[config.mk]
export PLATFORM = sky130hd
export DESIGN_NAME = mul_sequencer
export DESIGN_NICKNAME = d
export VERILOG_FILES = /design/src/rtl/mul_pkg.sv /design/src/rtl/mul_shift_add_dp.sv /design/src/rtl/mul_sequencer.sv
export SDC_FILE = /design/constraint.sdc
export NUM_CORES = 1
export LEC_CHECK = 0
export ABC_AREA = 1
export ABC_CLOCK_PERIOD_IN_PS = 2550
export CORE_UTILIZATION = 40
export DETAILED_ROUTE_END_ITERATION = 16
export GPL_TIMING_DRIVEN = 1
export PLACE_DENSITY = 0.67
export SETUP_SLACK_MARGIN = 0.15
export SYNTH_ARGS = -nofsm -noshare
export SYNTH_HDL_FRONTEND = slang
export SYNTH_SLANG_ARGS = --single-unit
[constraint.sdc]
create_clock -name clk -period 2.55 [get_ports clk]
set_input_delay 0.765 -clock clk [delete_from_list [all_inputs] [get_ports clk]]
set_output_delay 0.765 -clock clk [all_outputs]
set_load 0.005 [all_outputs]
[src/rtl/mul_pkg.sv]
// Shared definitions for the iterative multiply unit: opcodes, FSM states
// and small helpers used by the sequencer and its datapath.
package mul_pkg;

    localparam logic [2:0] OP_MUL   = 3'b101;
    localparam logic [2:0] OP_UMULL = 3'b110;
    localparam logic [2:0] OP_SMULL = 3'b111;

    typedef enum logic [1:0] {
        S_IDLE = 2'b00,
        S_CALC = 2'b01,
        S_FIX  = 2'b10,
        S_DONE = 2'b11
    } state_t;

    // Iteration counter width; kept at least 1 bit so WIDTH=1 still elaborates.
    function automatic int cnt_w(input int width);
        return (width > 1) ? $clog2(width) : 1;
    endfunction

    function automatic logic op_valid(input logic [2:0] op);
        return (op == OP_MUL) || (op == OP_UMULL) || (op == OP_SMULL);
    endfunction

    function automatic logic op_long(input logic [2:0] op);
        return (op == OP_UMULL) || (op == OP_SMULL);
    endfunction

endpackage

[src/rtl/mul_shift_add_dp.sv]
// Radix-2 shift-add datapath: multiplicand, {carry, hi, lo} accumulator with
// the multiplier shifting out of lo, and the final 2W-bit conditional negate.
module mul_shift_add_dp
    import mul_pkg::*;
#(
    parameter int WIDTH = 32
) (
    input  logic               clk,
    input  logic               reset,
    input  logic               load,
    input  logic               step,
    input  logic               is_signed,
    input  logic [WIDTH-1:0]   srca,
    input  logic [WIDTH-1:0]   srcb,
    output logic [2*WIDTH-1:0] prod
);

    localparam int PW = 2 * WIDTH;

    logic [WIDTH-1:0] mcand;
    logic [WIDTH-1:0] hi;
    logic [WIDTH-1:0] lo;
    logic             neg;

    logic [WIDTH-1:0] mag_a;
    logic [WIDTH-1:0] mag_b;
    logic [WIDTH-1:0] addend;
    logic [WIDTH:0]   sum;
    logic [PW-1:0]    acc;

    // Absolute value on signed ops; the most negative value maps onto itself,
    // which reads correctly as an unsigned magnitude.
    always_comb begin
        mag_a = srca;
        mag_b = srcb;
        if (is_signed && srca[WIDTH-1]) mag_a = ~srca + WIDTH'(1);
        if (is_signed && srcb[WIDTH-1]) mag_b = ~srcb + WIDTH'(1);
    end

    always_comb begin
        addend = lo[0] ? mcand : '0;
        sum    = {1'b0, hi} + {1'b0, addend};
        acc    = {hi, lo};
        prod   = neg ? (~acc + PW'(1)) : acc;
    end

    always_ff @(posedge clk or negedge reset) begin
        if (!reset) begin
            mcand <= '0;
            hi    <= '0;
            lo    <= '0;
            neg   <= 1'b0;
        end else if (load) begin
            mcand <= mag_a;
            hi    <= '0;
            lo    <= mag_b;
            neg   <= is_signed & (srca[WIDTH-1] ^ srcb[WIDTH-1]);
        end else if (step) begin
            // Carry drops into hi's MSB; low product bits replace the multiplier.
            hi <= sum[WIDTH:1];
            lo <= {sum[0], lo[WIDTH-1:1]};
        end
    end

endmodule

[src/rtl/mul_sequencer.sv]
// Multi-cycle MUL/UMULL/SMULL unit: control FSM, iteration counter and
// registered result/flag outputs around the shift-add datapath.
module mul_sequencer
    import mul_pkg::*;
#(
    parameter int WIDTH = 32
) (
    input  logic             clk,
    input  logic             reset,
    input  logic             start,
    input  logic [2:0]       op,
    input  logic [WIDTH-1:0] srca,
    input  logic [WIDTH-1:0] srcb,
    output logic             busy,
    output logic             done,
    output logic [WIDTH-1:0] result_lo,
    output logic [WIDTH-1:0] result_hi,
    output logic             flag_n,
    output logic             flag_z
);

    localparam int CW = cnt_w(WIDTH);

    state_t              state;
    state_t              nstate;
    logic [CW-1:0]       cnt;
    logic [2:0]          op_q;
    logic                load;
    logic                step;
    logic                fix;
    logic                accept;
    logic                last;
    logic [2*WIDTH-1:0]  prod;

    assign accept = start && op_valid(op);
    assign last   = (cnt == CW'(WIDTH - 1));

    always_ff @(posedge clk or negedge reset) begin
        if (!reset) state <= S_IDLE;
        else        state <= nstate;
    end

    always_comb begin
        nstate = state;
        load   = 1'b0;
        step   = 1'b0;
        fix    = 1'b0;
        case (state)
            S_IDLE: begin
                if (accept) begin
                    load   = 1'b1;
                    nstate = S_CALC;
                end
            end
            S_CALC: begin
                step = 1'b1;
                if (last) nstate = S_FIX;
            end
            S_FIX: begin
                fix    = 1'b1;
                nstate = S_DONE;
            end
            S_DONE: begin
                // A new request in the done cycle chains straight into CALC.
                if (accept) begin
                    load   = 1'b1;
                    nstate = S_CALC;
                end else begin
                    nstate = S_IDLE;
                end
            end
            default: nstate = S_IDLE;
        endcase
    end

    assign busy = (state == S_CALC) || (state == S_FIX);
    assign done = (state == S_DONE);

    always_ff @(posedge clk or negedge reset) begin
        if (!reset) begin
            cnt  <= '0;
            op_q <= '0;
        end else if (load) begin
            cnt  <= '0;
            op_q <= op;
        end else if (step) begin
            cnt  <= cnt + CW'(1);
        end
    end

    mul_shift_add_dp #(.WIDTH(WIDTH)) u_dp (
        .clk       (clk),
        .reset     (reset),
        .load      (load),
        .step      (step),
        .is_signed (op == OP_SMULL),
        .srca      (srca),
        .srcb      (srcb),
        .prod      (prod)
    );

    // Results only move in FIX, so they hold through the next CALC.
    always_ff @(posedge clk or negedge reset) begin
        if (!reset) begin
            result_lo <= '0;
            result_hi <= '0;
            flag_n    <= 1'b0;
            flag_z    <= 1'b0;
        end else if (fix) begin
            if (op_long(op_q)) begin
                result_lo <= prod[WIDTH-1:0];
                result_hi <= prod[2*WIDTH-1:WIDTH];
                flag_n    <= prod[2*WIDTH-1];
                flag_z    <= (prod == '0);
            end else begin
                result_lo <= prod[WIDTH-1:0];
                result_hi <= '0;
                flag_n    <= prod[WIDTH-1];
                flag_z    <= (prod[WIDTH-1:0] == '0);
            end
        end
    end

endmodule

== Word-level counts from Yosys, hierarchy flattened ==
Cells that the tools add are included.

* Register bits after elaboration: 173
* Bits in latches: 0
* Bits in writable memories: 0
* Memory bits (read-only): 0
* Output and inout port bits: 68
* Memories kept: 0

* Add/subtract/negate cells: 5
* $mul: 0
* Div/mod/pow operators: 0
* $lt $le $gt $ge: 0
* Equality and inequality tests: 11
* Shifts and indexed selects: 0
* Mux-type cells: 21
* Bitwise logic cells: 5
* Reductions and logical operators: 13

{| class="wikitable"
|+ Operators by type and width
! cell !! number
|-
| $mux W32 || 8
|-
| $add A32 B1 Y32 const B || 2
|-
| $add A64 B1 Y64 const B || 1
|-
| $logic_not A64 Y1 || 1
|-
| $mux W64 || 1
|-
| $not A32 Y32 || 2
|-
| $not A64 Y64 || 1
|-
| $add A32 B32 Y33 || 1
|-
| $logic_not A32 Y1 || 1
|-
| $eq A3 B3 Y1 const B || 5
|-
| $mux W5 || 2
|-
| $pmux W2 S4 || 1
|-
| $mux W1 || 7
|-
| $add A5 B1 Y5 const B || 1
|-
| $eq A5 B5 Y1 const B || 1
|-
| $eq A2 B2 Y1 const B || 2
|-
| $logic_or A1 B1 Y1 || 4
|-
| $mux W2 || 2
|-
| $ne A2 B2 Y1 const B || 2
|-
| $logic_and A1 B1 Y1 || 3
|-
| $eq A2 B1 Y1 const B || 1
|-
| $logic_not A2 Y1 || 1
|-
| $reduce_and A2 Y1 || 1
|-
| $reduce_bool A2 Y1 || 1
|-
| other kinds (3) || 3
|}

== Depth between registers and ports, before layout ==
* Depth after elaboration: 7
* Depth in mapped cells: 19

== By module ==
A second synthesis with hierarchy kept.

* Cells, all modules: 2272
* Area, all modules: 13824.5 µm²

{| class="wikitable"
|+ Modules (own cells, without submodules)
! module !! times used !! cells an instance !! area each (µm²) !! sequential area each (µm²)
|-
| mul_shift_add_dp || 1 || 1876 || 10558.9 || 2427.3
|-
| mul_sequencer || 1 || 396 || 3265.6 || 1876.8
|}

== Worst setup path before layout ==
OpenSTA, ideal clock, no wires.

* Path kind: flip-flop to flip-flop
* Start point: register u_dp.lo[0]
* End point: register u_dp.hi[25]
* Setup time: 123 ps
* Arrival time: 2482 ps
* Slack: -55 ps
* Cell stages (with the launch flop): 18
* Path buffers: 2
* Path through: dfrtp_1 -> buf_2 -> clkbuf_1 -> nand2_1 -> inv_1 -> ha_1 -> fa_1 -> nand3_1 -> nand2_1 -> a21oi_1 -> o21ai_0 -> nand2_1 -> nand2_1 -> nand2_1 -> nand2_1 -> a21o_1 -> o21ai_0 -> nand2_1

* Cells in the longest elaborated chain, start to end: 4

{| class="wikitable"
|+ Ends and longest elaborated chain
! element !! RTL line !! RTL
|-
| start, declared || mul_shift_add_dp.sv:22 || <nowiki>logic [WIDTH-1:0] lo;</nowiki>
|-
| start signal, assigned || mul_shift_add_dp.sv:56 || <nowiki>lo <= mag_b;</nowiki>
|-
| start signal, assigned || mul_shift_add_dp.sv:61 || <nowiki>lo <= {sum[0], lo[WIDTH-1:1]};</nowiki>
|-
| $mux W32 || mul_shift_add_dp.sv:41 || <nowiki>addend = lo[0] ? mcand : '0;</nowiki>
|-
| $add A32 B32 Y33 || mul_shift_add_dp.sv:42 || <nowiki>sum = {1'b0, hi} + {1'b0, addend};</nowiki>
|-
| $mux W32 || mul_shift_add_dp.sv:58 || <nowiki>end else if (step) begin</nowiki>
|-
| $mux W32 || mul_shift_add_dp.sv:53 || <nowiki>end else if (load) begin</nowiki>
|-
| end signal, assigned || mul_shift_add_dp.sv:60 || <nowiki>hi <= sum[WIDTH:1];</nowiki>
|-
| end, declared || mul_shift_add_dp.sv:21 || <nowiki>logic [WIDTH-1:0] hi;</nowiki>
|}

Every way passes these cells. The select of a mux whose other input is x is not followed.
A chain may end at the register's enable or synchronous reset.

== Final worst setup path ==
Same ends and word-level chain as after synthesis.

==> results.json <==
{
  "synthMuxAreaShare": 0,
  "cts_root_buf": "clkbuf_16",
  "p_comb_frac": 0.605,
  "cts_made_buffers": 17,
  "dp_hpwl_mm": 33.6,
  "initialDrtViolationCount": 889,
  "postRouteAntennaNets": 0,
  "drv_cap": 0,
  "synth_edf_count": 0,
  "r2r.worst_path.cells": 17,
  "die_w_um": 178,
  "switchingPower_mw": 9.54,
  "crit_arrival_ns": 3.04,
  "dr.pass1.iters": 5,
  "wl_per_cell_um": 17.0,
  "grt_pass1_vias": 12600,
  "synth-compound-area-share": 0.159,
  "synth-seq-cells": 172,
  "final_util": 0.570,
  "track_usage": 0.271,
  "routed_wl_mm": 43.3,
  "clock_sinks": 172,
  "viasPerCell": 5.26,
  "total_power_mw": 19.9,
  "synth_xor_area_frac": 0.0486,
  "placementRows": 64,
  "clkTransAtPathRegs_ns": 0.09,
  "overflow": 0,
  "swShare": 0.479,
  "fmax_mhz": 377,
  "min_path_type": "in2async",
  "fin_area_mm2": 0.0174,
  "regToRegSetupSlack_ns": -0.10,
  "status": "finished, violations left",
  "post-route-period-util": 1.04,
  "die_area_mm2": 0.0318,
  "area_growth_pct": 40.1,
  "multi_input_area_mm2": 0.00816,
  "cpPeakStageDelay_ns": 0.44,
  "clockBufferDepth": 2,
  "cp.required_ns": 2.93,
  "irDropWorstVdd_mv": 0.697,
  "gp_congestion": 0.961,
  "async_flop_share": 1.00,
  "num_vias": 13400,
  "p_leak_nw": 8.29,
  "setup_ws_ns": -0.104,
  "ys.flop_type": "dfrtp_1",
  "critPathMostFrequentCell": "nand2_2",
  "critPathKind": "reg2reg",
  "setup_viol": 1,
  "synthSimpleGateAreaFrac": 0.322,
  "failed_checks": "setup timing",
  "antennaDiodeCount": 0,
  "finalCriticalPeriod_ns": 2.65,
  "antenna_found_initial": 0,
  "clock_latency_ns": 0.45,
  "dp_cells": 2478,
  "r2r-end": "u_dp.hi[25]",
  "critPathMaxFanout": 5,
  "cts_hold_buf": 0,
  "rr_startpoint": "u_dp.lo[0]",
  "worst_pin_slew_ns": 0.544,
  "syn-cell-area_mm2": 0.0124,
  "critPathCaptureType": "flop",
  "cp-start-kind": "flop",
  "nets": 2247,
  "grt_max_degree": 71,
  "core_mm2": 0.0306,
  "synth_cells": 1836,
  "synth_top_family_by_area": "simple AND/OR/NAND/NOR gates",
  "worstPathCellList": "buf_12 -> clkbuf_16 -> nand2_1 -> inv_2 -> fa_2 -> nand3_2 -> nand2_4 -> a21oi_4 -> o21ai_4 -> nand2_2 -> nand2_2 -> nand2_2 -> nand2_4 -> a21o_1 -> a21oi_2 -> o21ai_1 -> nand2_1",
  "rsz0062_at_grt": "yes",
  "hold_ws_ns": 0.173,
  "fillers": 2877,
  "slew_viol_final": 0,
  "drc": 0,
  "synth_cell_types": 46,
  "pwr_density_cell_mw_per_mm2": 1140,
  "ys_warn_count": 0,
  "synth_fp_nets": 1950,
  "p_seq_frac": 0.257,
  "cts_tree": "yes",
  "start_util": 0.406,
  "die_y_um": 178,
  "finalHoldViolCount": 0,
  "clkPwrFrac": 0.137,
  "seq_area_mm2": 0.00431,
  "h-tree-depth": 4,
  "worst_clock_skew_ns": 0.0220,
  "synthAdderAreaFrac": 0.0449,
  "avgSynthCellArea_um2": 6.77,
  "p_int_mw": 10.4,
  "final_cells": 2542,
  "seq_area_frac_synth": 0.346,
  "grt_pass1_wl_mm": 66.8,
  "drive_gt1_frac": 0.215,
  "timing.slew.headroom": 0.635,
  "portBuffers": 137,
  "place_area_mm2": 0.0155,
  "slowest_stage": "dfrtp_2",
  "io_pins": 138
}
[sequential cells by signal, summed over array words and instances (netlist names)]
| name | count |
|---|---|
| u_dp.neg | 1 |
| result_hi | 32 |
| flag_z | 1 |
| u_dp.hi | 32 |
| u_dp.mcand | 32 |
| op_q | 2 |
| u_dp.lo | 32 |
| state | 2 |
| cnt | 5 |
| flag_n | 1 |
| result_lo | 32 |
[metal layers]
layer  part of all wire  global-route usage  up-vias
li1                   -                   -     6601
met1               0.46               0.387     6264
met2               0.45               0.426      448
met3              0.067              0.0396       51
met4              0.020              0.0738        0
met5                  0                   0        -
[power by group through the flow]
stage / clock network (mW) / registers (mW) / logic, mW
after floorplan: 0 / 4.68 / 6.38
after global placement: 0 / 5.03 / 10.6
after detailed placement: 0 / 5.07 / 10.8
after CTS: 2.79 / 5.03 / 11.1
after global routing: 2.90 / 5.26 / 13.4
final: 2.74 / 5.13 / 12.1
[placed cells by master, fill, tap and decap left out, types with 11 or more instances in the layout]
cell type	netlist	layout
nand2_1	518	475
nor2_1	254	230
buf_4	0	178
inv_1	195	173
dfrtp_1	172	170
clkdlybuf4s50_1	0	125
o21ai_0	145	109
nand3_1	109	92
xor2_1	57	55
a21oi_1	69	46
nand2_2	8	41
a22o_1	31	31
inv_2	7	27
o21ai_1	2	27
ha_4	0	24
nor2_2	9	22
o22ai_1	22	21
nand4_1	20	20
a21oi_2	2	20
clkbuf_16	0	18
o221ai_1	17	17
ha_1	43	17
nand3_2	4	16
buf_12	0	14
nor3_1	18	13
nor2_4	1	12
xnor2_1	12	12
o21ai_2	3	11
[worst max-delay path by stage]
stage,end,startpoint,slack (ns),depth (start not counted)
after floorplan,u_dp.hi[25],u_dp.lo[0],0.16,18
after global placement,u_dp.mcand[31],srca[0],-0.31,13
after detailed placement,u_dp.mcand[31],srca[0],-0.38,13
after CTS,u_dp.hi[25],u_dp.lo[0],0.03,17
after global routing,u_dp.hi[25],u_dp.lo[0],-0.20,17
final,u_dp.hi[25],u_dp.lo[0],-0.10,17
[cell type report]
| class | instances | area share |
|---|---|---|
| flip-flops and latches | 172 | 0.247 |
| clock buffers | 17 | 0.0244 |
| clock inverters | 15 | 0.0108 |
| multi-input cells | 1405 | 0.469 |
| repair buffers | 334 | 0.177 |
| inverters | 203 | 0.0440 |
| well taps | 396 | 0.0284 |
[cell usage after synthesis, types with 9 or more instances]
| cell type | n | area share |
|---|---|---|
| o22ai_1 | 22 | 0.011 |
| dfrtp_1 | 172 | 0.35 |
| o221ai_1 | 17 | 0.012 |
| xnor2_1 | 12 | 0.0085 |
| buf_2 | 10 | 0.0040 |
| ha_1 | 43 | 0.043 |
| o21ai_0 | 145 | 0.058 |
| nand4_1 | 20 | 0.010 |
| o21bai_1 | 10 | 0.0060 |
| nand2_1 | 518 | 0.16 |
| a22o_1 | 31 | 0.022 |
| nor3_1 | 18 | 0.0072 |
| nor2_2 | 9 | 0.0045 |
| clkbuf_1 | 38 | 0.011 |
| nand3_1 | 109 | 0.044 |
| inv_1 | 195 | 0.059 |
| nor2_1 | 254 | 0.077 |
| a21oi_1 | 69 | 0.028 |
| xor2_1 | 57 | 0.040 |
[stage by stage]
| stage | setup TNS, ns | setup slack (ns) |
|---|---|---|
| after global placement | -6.93 | -0.313 |
| after global routing | -0.458 | -0.200 |
| final | -0.104 | -0.104 |
| after detailed placement | -9.01 | -0.382 |
| after floorplan | 0 | 0.155 |
| after CTS | 0 | 0.0295 |
[worst max-delay path: cells and delay by family, from the launching register on]
kind	cells	cell delay [ns]
buf+inv	3	0.37
compound gates	5	0.75
flops	1	0.44
simple gates	8	0.65
fa+ha+maj	1	0.36
[what timing repair did]
| item | in CTS | in global routing |
|---|---|---|
| pin swaps | 15 | 82 |
| setup endpoints to repair | 28 | 50 |
| resized for setup | 59 | 212 |
| buffers inserted | 12 | 18 |
| cloned | 0 | 2 |
[kinds of logic (layout without fill, tap and decap cells)]
group,Yosys count,count (layout)
buf+inv,259,569
flops,172,172
xor+xnor,69,69
compound gates,328,328
simple gates,964,964
fa+ha+maj,44,44
Note: power is estimated with default switching activity, not from simulation.
